## config.mk

```make
export PLATFORM = sky130hd
export DESIGN_NAME = shift_add_mult
export DESIGN_NICKNAME = d
export VERILOG_FILES = /design/src/rtl/mult_pkg.sv /design/src/rtl/mult_datapath.sv /design/src/rtl/shift_add_mult.sv
export SDC_FILE = /design/constraint.sdc
export NUM_CORES = 1
export LEC_CHECK = 0
export ABC_AREA = 1
export CORE_MARGIN = 2
export CORE_UTILIZATION = 50
export CTS_BUF_LIST = sky130_fd_sc_hd__clkbuf_16
export DETAILED_ROUTE_END_ITERATION = 8
export GPL_ROUTABILITY_DRIVEN = 0
export PLACE_DENSITY = 0.66
export RECOVER_POWER = 50
export SETUP_SLACK_MARGIN = 0.4
export SLEW_MARGIN = 20
export SYNTH_ARGS = -nofsm -noshare
export SYNTH_HDL_FRONTEND = slang
export SYNTH_SLANG_ARGS = --single-unit
export TNS_END_PERCENT = 30
```

## constraint.sdc

```tcl
create_clock -name Clock -period 3.5 [get_ports Clock]
set_input_delay 0.7 -clock Clock [delete_from_list [all_inputs] [get_ports Clock]]
set_output_delay 0.7 -clock Clock [all_outputs]
set_load 0.01 [all_outputs]
```

## src/rtl/mult_pkg.sv

```systemverilog
`default_nettype none
// ============================================================================
// Module      : mult_pkg
// Description : Shared definitions for the shift-and-add multiplier: the
//               2-bit controller state type and its encoding.
// Revision    : 1.0 - initial release
// ============================================================================
package mult_pkg;

    localparam int c_STATE_W = 2;

    // Controller states. All four codes of the 2-bit register are used.
    typedef enum logic [c_STATE_W-1:0] {
        IDLE = 2'd0,
        CALC = 2'd1,
        SIGN = 2'd2,
        DONE = 2'd3
    } state_t;

endpackage : mult_pkg
`default_nettype wire

```

## src/rtl/mult_datapath.sv

```systemverilog
`default_nettype none
// ============================================================================
// Module      : mult_datapath
// Description : Datapath of the shift-and-add multiplier. Holds the shifted
//               multiplicand, the remaining multiplier bits, the running
//               partial product, the sign flag and the registered result.
// Ports       : clk, rst_n       - clock, async active-low reset
//               load             - capture operand magnitudes, clear prod
//               iterate          - one add/shift step
//               fix              - apply sign and register the result
//               a, b, is_signed  - operands and signedness
//               cnt              - iteration counter from the controller
//               product          - registered 2*WIDTH-bit result
//               cnt_last         - cnt is on the final iteration
//               b_rem_zero       - no set bits left above b_reg[0]
// Revision    : 1.0 - initial release
// ============================================================================
module mult_datapath #(
    parameter int WIDTH = 32,
    parameter int CNT_W = $clog2(WIDTH)
) (
    input  logic                 clk,
    input  logic                 rst_n,
    input  logic                 load,
    input  logic                 iterate,
    input  logic                 fix,
    input  logic [WIDTH-1:0]     a,
    input  logic [WIDTH-1:0]     b,
    input  logic                 is_signed,
    input  logic [CNT_W-1:0]     cnt,
    output logic [2*WIDTH-1:0]   product,
    output logic                 cnt_last,
    output logic                 b_rem_zero
);

    localparam logic [CNT_W-1:0] c_CNT_LAST = CNT_W'(WIDTH - 1);

    logic [2*WIDTH-1:0] r_a;
    logic [WIDTH-1:0]   r_b;
    logic [2*WIDTH-1:0] r_prod;
    logic               r_neg;

    logic               w_a_neg;
    logic               w_b_neg;
    logic [WIDTH-1:0]   w_a_mag;
    logic [WIDTH-1:0]   w_b_mag;

    // Magnitudes: -(-2^(WIDTH-1)) wraps to 2^(WIDTH-1), which is the correct
    // unsigned magnitude, so no extra bit is needed.
    assign w_a_neg = is_signed & a[WIDTH-1];
    assign w_b_neg = is_signed & b[WIDTH-1];
    assign w_a_mag = w_a_neg ? -a : a;
    assign w_b_mag = w_b_neg ? -b : b;

    assign cnt_last   = (cnt == c_CNT_LAST);
    // Looks at what b_reg will hold after the current shift.
    assign b_rem_zero = (r_b[WIDTH-1:1] == '0);

    always_ff @(posedge clk or negedge rst_n) begin
        if (!rst_n) begin
            r_a     <= '0;
            r_b     <= '0;
            r_prod  <= '0;
            r_neg   <= 1'b0;
            product <= '0;
        end else begin
            if (load) begin
                r_a    <= {{WIDTH{1'b0}}, w_a_mag};
                r_b    <= w_b_mag;
                r_prod <= '0;
                r_neg  <= w_a_neg ^ w_b_neg;
            end else if (iterate) begin
                if (r_b[0]) begin
                    r_prod <= r_prod + r_a;
                end
                r_a <= r_a << 1;
                r_b <= r_b >> 1;
            end
            // Magnitude product never exceeds 2^(2*WIDTH-2), so the negation
            // cannot overflow the result width.
            if (fix) begin
                product <= r_neg ? -r_prod : r_prod;
            end
        end
    end

endmodule : mult_datapath
`default_nettype wire

```

## src/rtl/shift_add_mult.sv

```systemverilog
`default_nettype none
// ============================================================================
// Module      : shift_add_mult
// Description : Sequential shift-and-add multiplier with valid_data/ack
//               handshake, unsigned or two's-complement per operation and
//               optional early termination on an exhausted multiplier.
// Ports       : Clock, Reset_n   - clock (rising edge), async active-low reset
//               valid_data       - operands valid (sampled in IDLE)
//               a, b             - multiplicand, multiplier
//               is_signed        - two's-complement operands
//               ack              - result consumed (sampled in DONE)
//               busy             - controller not in IDLE
//               Done_Flag        - result valid (registered)
//               product          - 2*WIDTH-bit result, held while Done_Flag
// Revision    : 1.0 - initial release
// ============================================================================
module shift_add_mult
    import mult_pkg::*;
#(
    parameter int WIDTH      = 32,
    parameter bit EARLY_EXIT = 1'b1
) (
    input  logic                 Clock,
    input  logic                 Reset_n,
    input  logic                 valid_data,
    input  logic [WIDTH-1:0]     a,
    input  logic [WIDTH-1:0]     b,
    input  logic                 is_signed,
    input  logic                 ack,
    output logic                 busy,
    output logic                 Done_Flag,
    output logic [2*WIDTH-1:0]   product
);

    localparam int c_CNT_W = $clog2(WIDTH);

    state_t             r_state;
    state_t             w_next;
    logic [c_CNT_W-1:0] r_cnt;
    logic               w_load;
    logic               w_iter;
    logic               w_fix;
    logic               w_cnt_last;
    logic               w_b_rem_zero;

    mult_datapath #(
        .WIDTH (WIDTH),
        .CNT_W (c_CNT_W)
    ) u_datapath (
        .clk        (Clock),
        .rst_n      (Reset_n),
        .load       (w_load),
        .iterate    (w_iter),
        .fix        (w_fix),
        .a          (a),
        .b          (b),
        .is_signed  (is_signed),
        .cnt        (r_cnt),
        .product    (product),
        .cnt_last   (w_cnt_last),
        .b_rem_zero (w_b_rem_zero)
    );

    always_ff @(posedge Clock or negedge Reset_n) begin
        if (!Reset_n) begin
            r_state <= IDLE;
        end else begin
            r_state <= w_next;
        end
    end

    always_comb begin
        w_next = r_state;
        w_load = 1'b0;
        w_iter = 1'b0;
        w_fix  = 1'b0;
        case (r_state)
            IDLE: begin
                if (valid_data) begin
                    w_load = 1'b1;
                    w_next = CALC;
                end
            end
            CALC: begin
                w_iter = 1'b1;
                if (w_cnt_last || (EARLY_EXIT && w_b_rem_zero)) begin
                    w_next = SIGN;
                end
            end
            SIGN: begin
                w_fix  = 1'b1;
                w_next = DONE;
            end
            DONE: begin
                if (ack) begin
                    w_next = IDLE;
                end
            end
            default: begin
                w_next = IDLE;
            end
        endcase
    end

    // Iteration counter and result-valid flag.
    always_ff @(posedge Clock or negedge Reset_n) begin
        if (!Reset_n) begin
            r_cnt     <= '0;
            Done_Flag <= 1'b0;
        end else begin
            if (w_load) begin
                r_cnt <= '0;
            end else if (w_iter) begin
                r_cnt <= r_cnt + c_CNT_W'(1);
            end
            case (r_state)
                SIGN:    Done_Flag <= 1'b1;
                DONE:    if (ack) Done_Flag <= 1'b0;
                IDLE,
                CALC:    Done_Flag <= Done_Flag;
                default: Done_Flag <= 1'b0;
            endcase
        end
    end

    assign busy = (r_state != IDLE);

endmodule : shift_add_mult
`default_nettype wire

```

# After elaboration in Yosys (flattened, before gate mapping)
# Cells that the tools add are included.
# word_totals
output_inout_bits	66
elab_cells	56
inputBits	69
ff_bits	233
# op_classes
eq_ne	7
mux	22
reduce_logical	10
bitwise	4
add_sub_neg	5
# ops
op	count
64-bit 2-to-1 mux	6
32-bit 2-to-1 mux	4
64-bit adder	1
32-bit negator	2
64-bit negator	1
31-bit zero test	1
5-bit 2-to-1 mux	2
2-bit case mux with 4 select lines	1
2-bit 2-to-1 mux	3
2-bit != test (second input constant)	3
2-bit nonzero test	3
5-bit by 1-bit adder with 5-bit output (second input constant)	1
5-bit equality test (second input constant)	1
1-bit 2-to-1 mux	5
2-bit equality test (second input constant)	2
2-bit AND reduction	2
3-bit AND reduction	1
1-bit AND	2
2-bit by 1-bit equality test with 1-bit output (second input constant)	1
2-bit zero test	1
1-bit case mux with 2 select lines	1
2-bit OR reduction	1
1-bit logical OR	1
1-bit NOT	1
1-bit bitwise XOR	1

# Logic depth before layout (Yosys ltp)
# depth
ltp_word	4
ltp_mapped	16
ltp_nobuf	16

# By module
# Synthesis repeated with hierarchy kept, for this count alone.
# hier_totals
hier_cells	3185
hier_area_um2	19227.2
# modules_own_cells
module	area_each_um2	instances	cells_each	seq_area_each_um2
mult_datapath	18751.7	1	3123	5630.4
shift_add_mult	475.5	1	62	200.2

# Worst setup path after synthesis
# Ideal clock, no wire load.
# synth_timing
kind	flip-flop to flip-flop
start	register u_datapath.r_prod[0]
end	register u_datapath.r_prod[28]
path_buffers	0
setup_time_ns	0.130
arrival_time_ns	1.921
required_time_ns	3.370
period_less_slack_ns	2.051
path_slack_ns	1.449
path_stages_with_launch	12
cell_sequence	dfrtp_1 ha_1 fa_1 nand3_1 nand3_1 nand3_1 nand3_1 nand2_1 nand2_1 or2_2 nand3_1 o21ai_0
# synth_between
elab_chain_cells	4
# synth_rtl
element	line_no	source
from (decl)	mult_datapath.sv:40	logic [2*WIDTH-1:0] r_prod;
from (signal assigned)	mult_datapath.sv:74	r_prod <= r_prod + r_a;
64-bit adder	mult_datapath.sv:74	
64-bit 2-to-1 mux	mult_datapath.sv:73	if (r_b[0]) begin
64-bit 2-to-1 mux	mult_datapath.sv:72	end else if (iterate) begin
64-bit 2-to-1 mux	mult_datapath.sv:67	if (load) begin
# No other way between the ends. The select of a mux whose other input is x is not followed.
# A chain may end at the register's enable or synchronous reset.

# Worst setup path after layout
# layout_timing
start	register r_state[0]
end	register u_datapath.r_b[25]
# layout_between
elab_chain_cells	3
elab_cells_between_ends	6
cone_classes	eq/ne (1); mux (3); reduce/logical (2)
# layout_rtl
element	line_no	source
from (decl)	shift_add_mult.sv:37	state_t r_state;
from (signal assigned)	shift_add_mult.sv:68	r_state <= w_next;
2-bit by 1-bit equality test with 1-bit output or 2-bit zero test (tied branches)	shift_add_mult.sv:77	case (r_state)
1-bit 2-to-1 mux	shift_add_mult.sv:77	
2-bit nonzero test (no source line) or 32-bit 2-to-1 mux (tied branches)	n/a	
to (signal assigned)	mult_datapath.sv:69	r_b <= w_b_mag;
to (signal assigned)	mult_datapath.sv:77	r_b <= r_b >> 1;
to (decl)	mult_datapath.sv:39	logic [WIDTH-1:0] r_b;
# Several ways; a longest one is shown, not always the timed one.

==> impl_metrics.py <==
metrics = {
    "layout": {
        "fillers": 3811,
        "final_cell_mix": "nand2_1 (1137), inv_1 (505), nor2_1 (349)",
        "diodes": 0,
        "layout-drive-gt1-share_pct": 3.54,
        "final_common_cell": "nand2_1",
        "area_growth_syn_to_layout_pct": 14.5,
        "num-nets-final": 3427,
        "final_area_mm2": 0.0220,
    },
    "critical_path": {
        "cp_data_arrival_time_ps": 3130,
        "crit_type": "reg2reg",
        "end_kind": "flop",
        "required_ps": 3940,
        "cp-start-kind": "flop",
        "crit_fanout": 74,
    },
    "power_and_ir_drop": {
        "power_density_mw_per_mm2": 940,
        "power_frac_comb_pct": 60.0,
        "clock_power_share_pct": 14.5,
        "p_sw_mw": 10.7,
        "seqPwrFrac_pct": 25.5,
        "leakagePower_nw": 11.8,
        "ir_worst_vdd_mv": 0.732,
        "p_sw_share_pct": 51.8,
        "internal_power_mw": 9.98,
    },
    "die": {
        "die_h_um": 200,
        "ios": 135,
        "core_area_mm2": 0.0378,
        "initial_core_util_pct": 50.9,
        "die-width_um": 200,
        "dieArea_mm2": 0.0400,
        "rows": 71,
    },
    "logic_synthesis": {
        "yosysTopAreaCell": "dfrtp_1",
        "ys_warn_count": 0,
        "ys_ff_latch": 233,
        "synth_ff_type": "dfrtp_1",
        "synthCells": 3178,
        "async_flop_share_pct": 100,
        "avgSynthCellArea_um2": 6.05,
        "synth_edf_count": 0,
        "ys_seq_area_share_pct": 30.3,
        "netlist_area_mm2": 0.0192,
        "yosysTopAreaCellShare_pct": 30.3,
        "syn-num-nets": 3320,
        "synth_cell_type_count": 53,
        "yosys-top-cells-area": "dfrtp_1 (30%), nand2_1 (22%), inv_1 (9.8%)",
    },
    "route": {
        "ant_nets": 0,
        "vias": 20603,
        "drcViolationCount": 0,
        "initialDrtViolationCount": 1806,
        "dr.pass1.iters": 6,
        "wl_per_cell_um": 16.4,
        "drt_wl_total_mm": 62.5,
        "viasPerCell": 5.40,
    },
    "clock_tree": {
        "cts_setup_buffers": 0,
        "htree_num_levels": 1,
        "cts_resized": 0,
        "root_buffer": "clkbuf_16",
        "cts_tree": "done",
        "clk_path_buf_depth": 3,
        "postCtsHoldBufs": 0,
        "insertion_delay_ps": 590,
        "cts.sinks": 233,
        "cts_made_buffers": 28,
        "clk_pin_slew_worst_paths_ps": 60,
    },
    "timing": {
        "fin_crit_ps": 2700,
        "finalMaxSlewViolations": 154,
        "finClkSkew_ps": 32.1,
        "fin_crit_sh_pct": 77.1,
        "finalSetupTns_ps": 0,
        "hold_viol": 0,
        "finalSetupViolCount": 0,
        "rsz0062_at_grt": "no",
        "fmax_ghz": 0.371,
        "worst_pin_slew_ps": 2290,
        "maxSlewHeadroom_pct": -52.6,
    },
    "global_routing": {
        "grt_pass1_wl_mm": 101,
        "grt_max_degree": 87,
        "antenna_found_initial": 0,
        "grt_usage_pct": 31.1,
        "grt_use_met2_pct": 48.9,
        "top_usage_layer": "met2",
        "use_met1_pct": 43.6,
        "grt_pass1_vias": 19095,
        "grt_use_met3_pct": 4.56,
        "overflow": 0,
    },
    "status": {
        "violations": "max-capacitance violations, max-slew violations",
        "status": "finished, violations left",
    },
    "run": {
        "max-cap-violations": 2,
    },
    "place": {
        "placed_area_mm2": 0.0211,
        "place_hpwl_mm": 49.3,
        "port-buffer-count": 134,
    },
    "min_path": {
        "hold_class": "reg2reg",
    },
}
-- logic make-up (layout without fill, tap and decap cells) --
group / count (synthesis) / count (layout) / synth area share (%)
buffers and inverters: 588 / 716 / 11.7
adder cells (fa/ha/maj): 73 / 73 / 4.79
flip-flops: 233 / 233 / 30.3
AO/OA/AOI/OAI: 384 / 384 / 10.8
XOR/XNOR: 65 / 65 / 2.96
AND/OR/NAND/NOR: 1835 / 1835 / 39.5
-- per-layer routing --
layer  wire, um  vias up
li1           -    10203
met1      27600     9379
met2      26700      869
met3       5770      152
met4       2390        0
met5          0        -
-- worst max-delay path: stages (launching register included) --
cell      delay, ps
dfrtp_1         400
inv_1            80
ha_1            230
nand2_1         160
clkbuf_2       1070
o21ai_0         320
o21ai_0         170
o21ai_0         110
-- synth_stat cells, types with 11 or more instances --
library cell	number
a21oi_1	84
a31oi_1	22
buf_2	11
clkbuf_1	59
dfrtp_1	233
ha_1	72
inv_1	501
nand2_1	1137
nand3_1	203
nand4_1	56
nor2_1	349
nor2_2	16
nor3_1	27
o21ai_0	204
o21ai_1	33
xor2_1	55
-- state kept, by name, summed over array words and instances, names as in the netlist --
signal and flops:
r_state 2, u_datapath.r_prod 64, u_datapath.product 64, u_datapath.r_b 32, Done_Flag 1, r_cnt 5, u_datapath.r_neg 1, u_datapath.r_a 64
-- cell type report --
| type | instances | area (um2) | area share (%) |
|---|---|---|---|
| multi-input cells | 2357 | 11200 | 50.6 |
| clock buffers | 29 | 726 | 3.30 |
| flip-flops and latches | 233 | 5830 | 26.5 |
| repair buffers | 156 | 1550 | 7.06 |
| well taps | 511 | 639 | 2.90 |
| clock inverters | 22 | 209 | 0.949 |
| inverters | 509 | 1910 | 8.68 |
-- power by group through the flow --
stage	Combinational (mW)	Sequential [mW]	Clock, mW
after floorplan	8.49	4.89	0
after global placement	12.0	5.22	0
after detailed placement	12.2	5.25	0
after CTS	12.3	5.22	3.05
after global routing	14.0	5.41	3.17
final	12.4	5.28	3.00
-- through the flow --
step	util [%]	setup slack, ps	hold WS, ps	instances	power, mW
final	58.3	801	474	3817	20.7
after global routing	58.3	456	491	3817	22.5
after CTS	58.4	789	153	3817	20.5
after detailed placement	55.9	684	464	3766	17.5
after global placement	55.9	680	462	3766	17.2
after floorplan	-	1450	404	3178	13.4
-- final timing paths --
check | depth (start not counted) | end | startpoint | slack (ps)
max in group asynchronous | 2 | u_datapath.r_b[0] | Reset_n | 1080
worst max-delay path | 7 | u_datapath.r_b[25] | r_state[0] | 800
worst min register to register | 2 | u_datapath.product[43] | u_datapath.product[43] | 470
min in group asynchronous | 1 | u_datapath.product[5] | Reset_n | 810
worst min-delay path | 2 | u_datapath.product[43] | u_datapath.product[43] | 470
worst max register to register | 7 | u_datapath.r_b[25] | r_state[0] | 800
(Power assumes the default switching activity.)
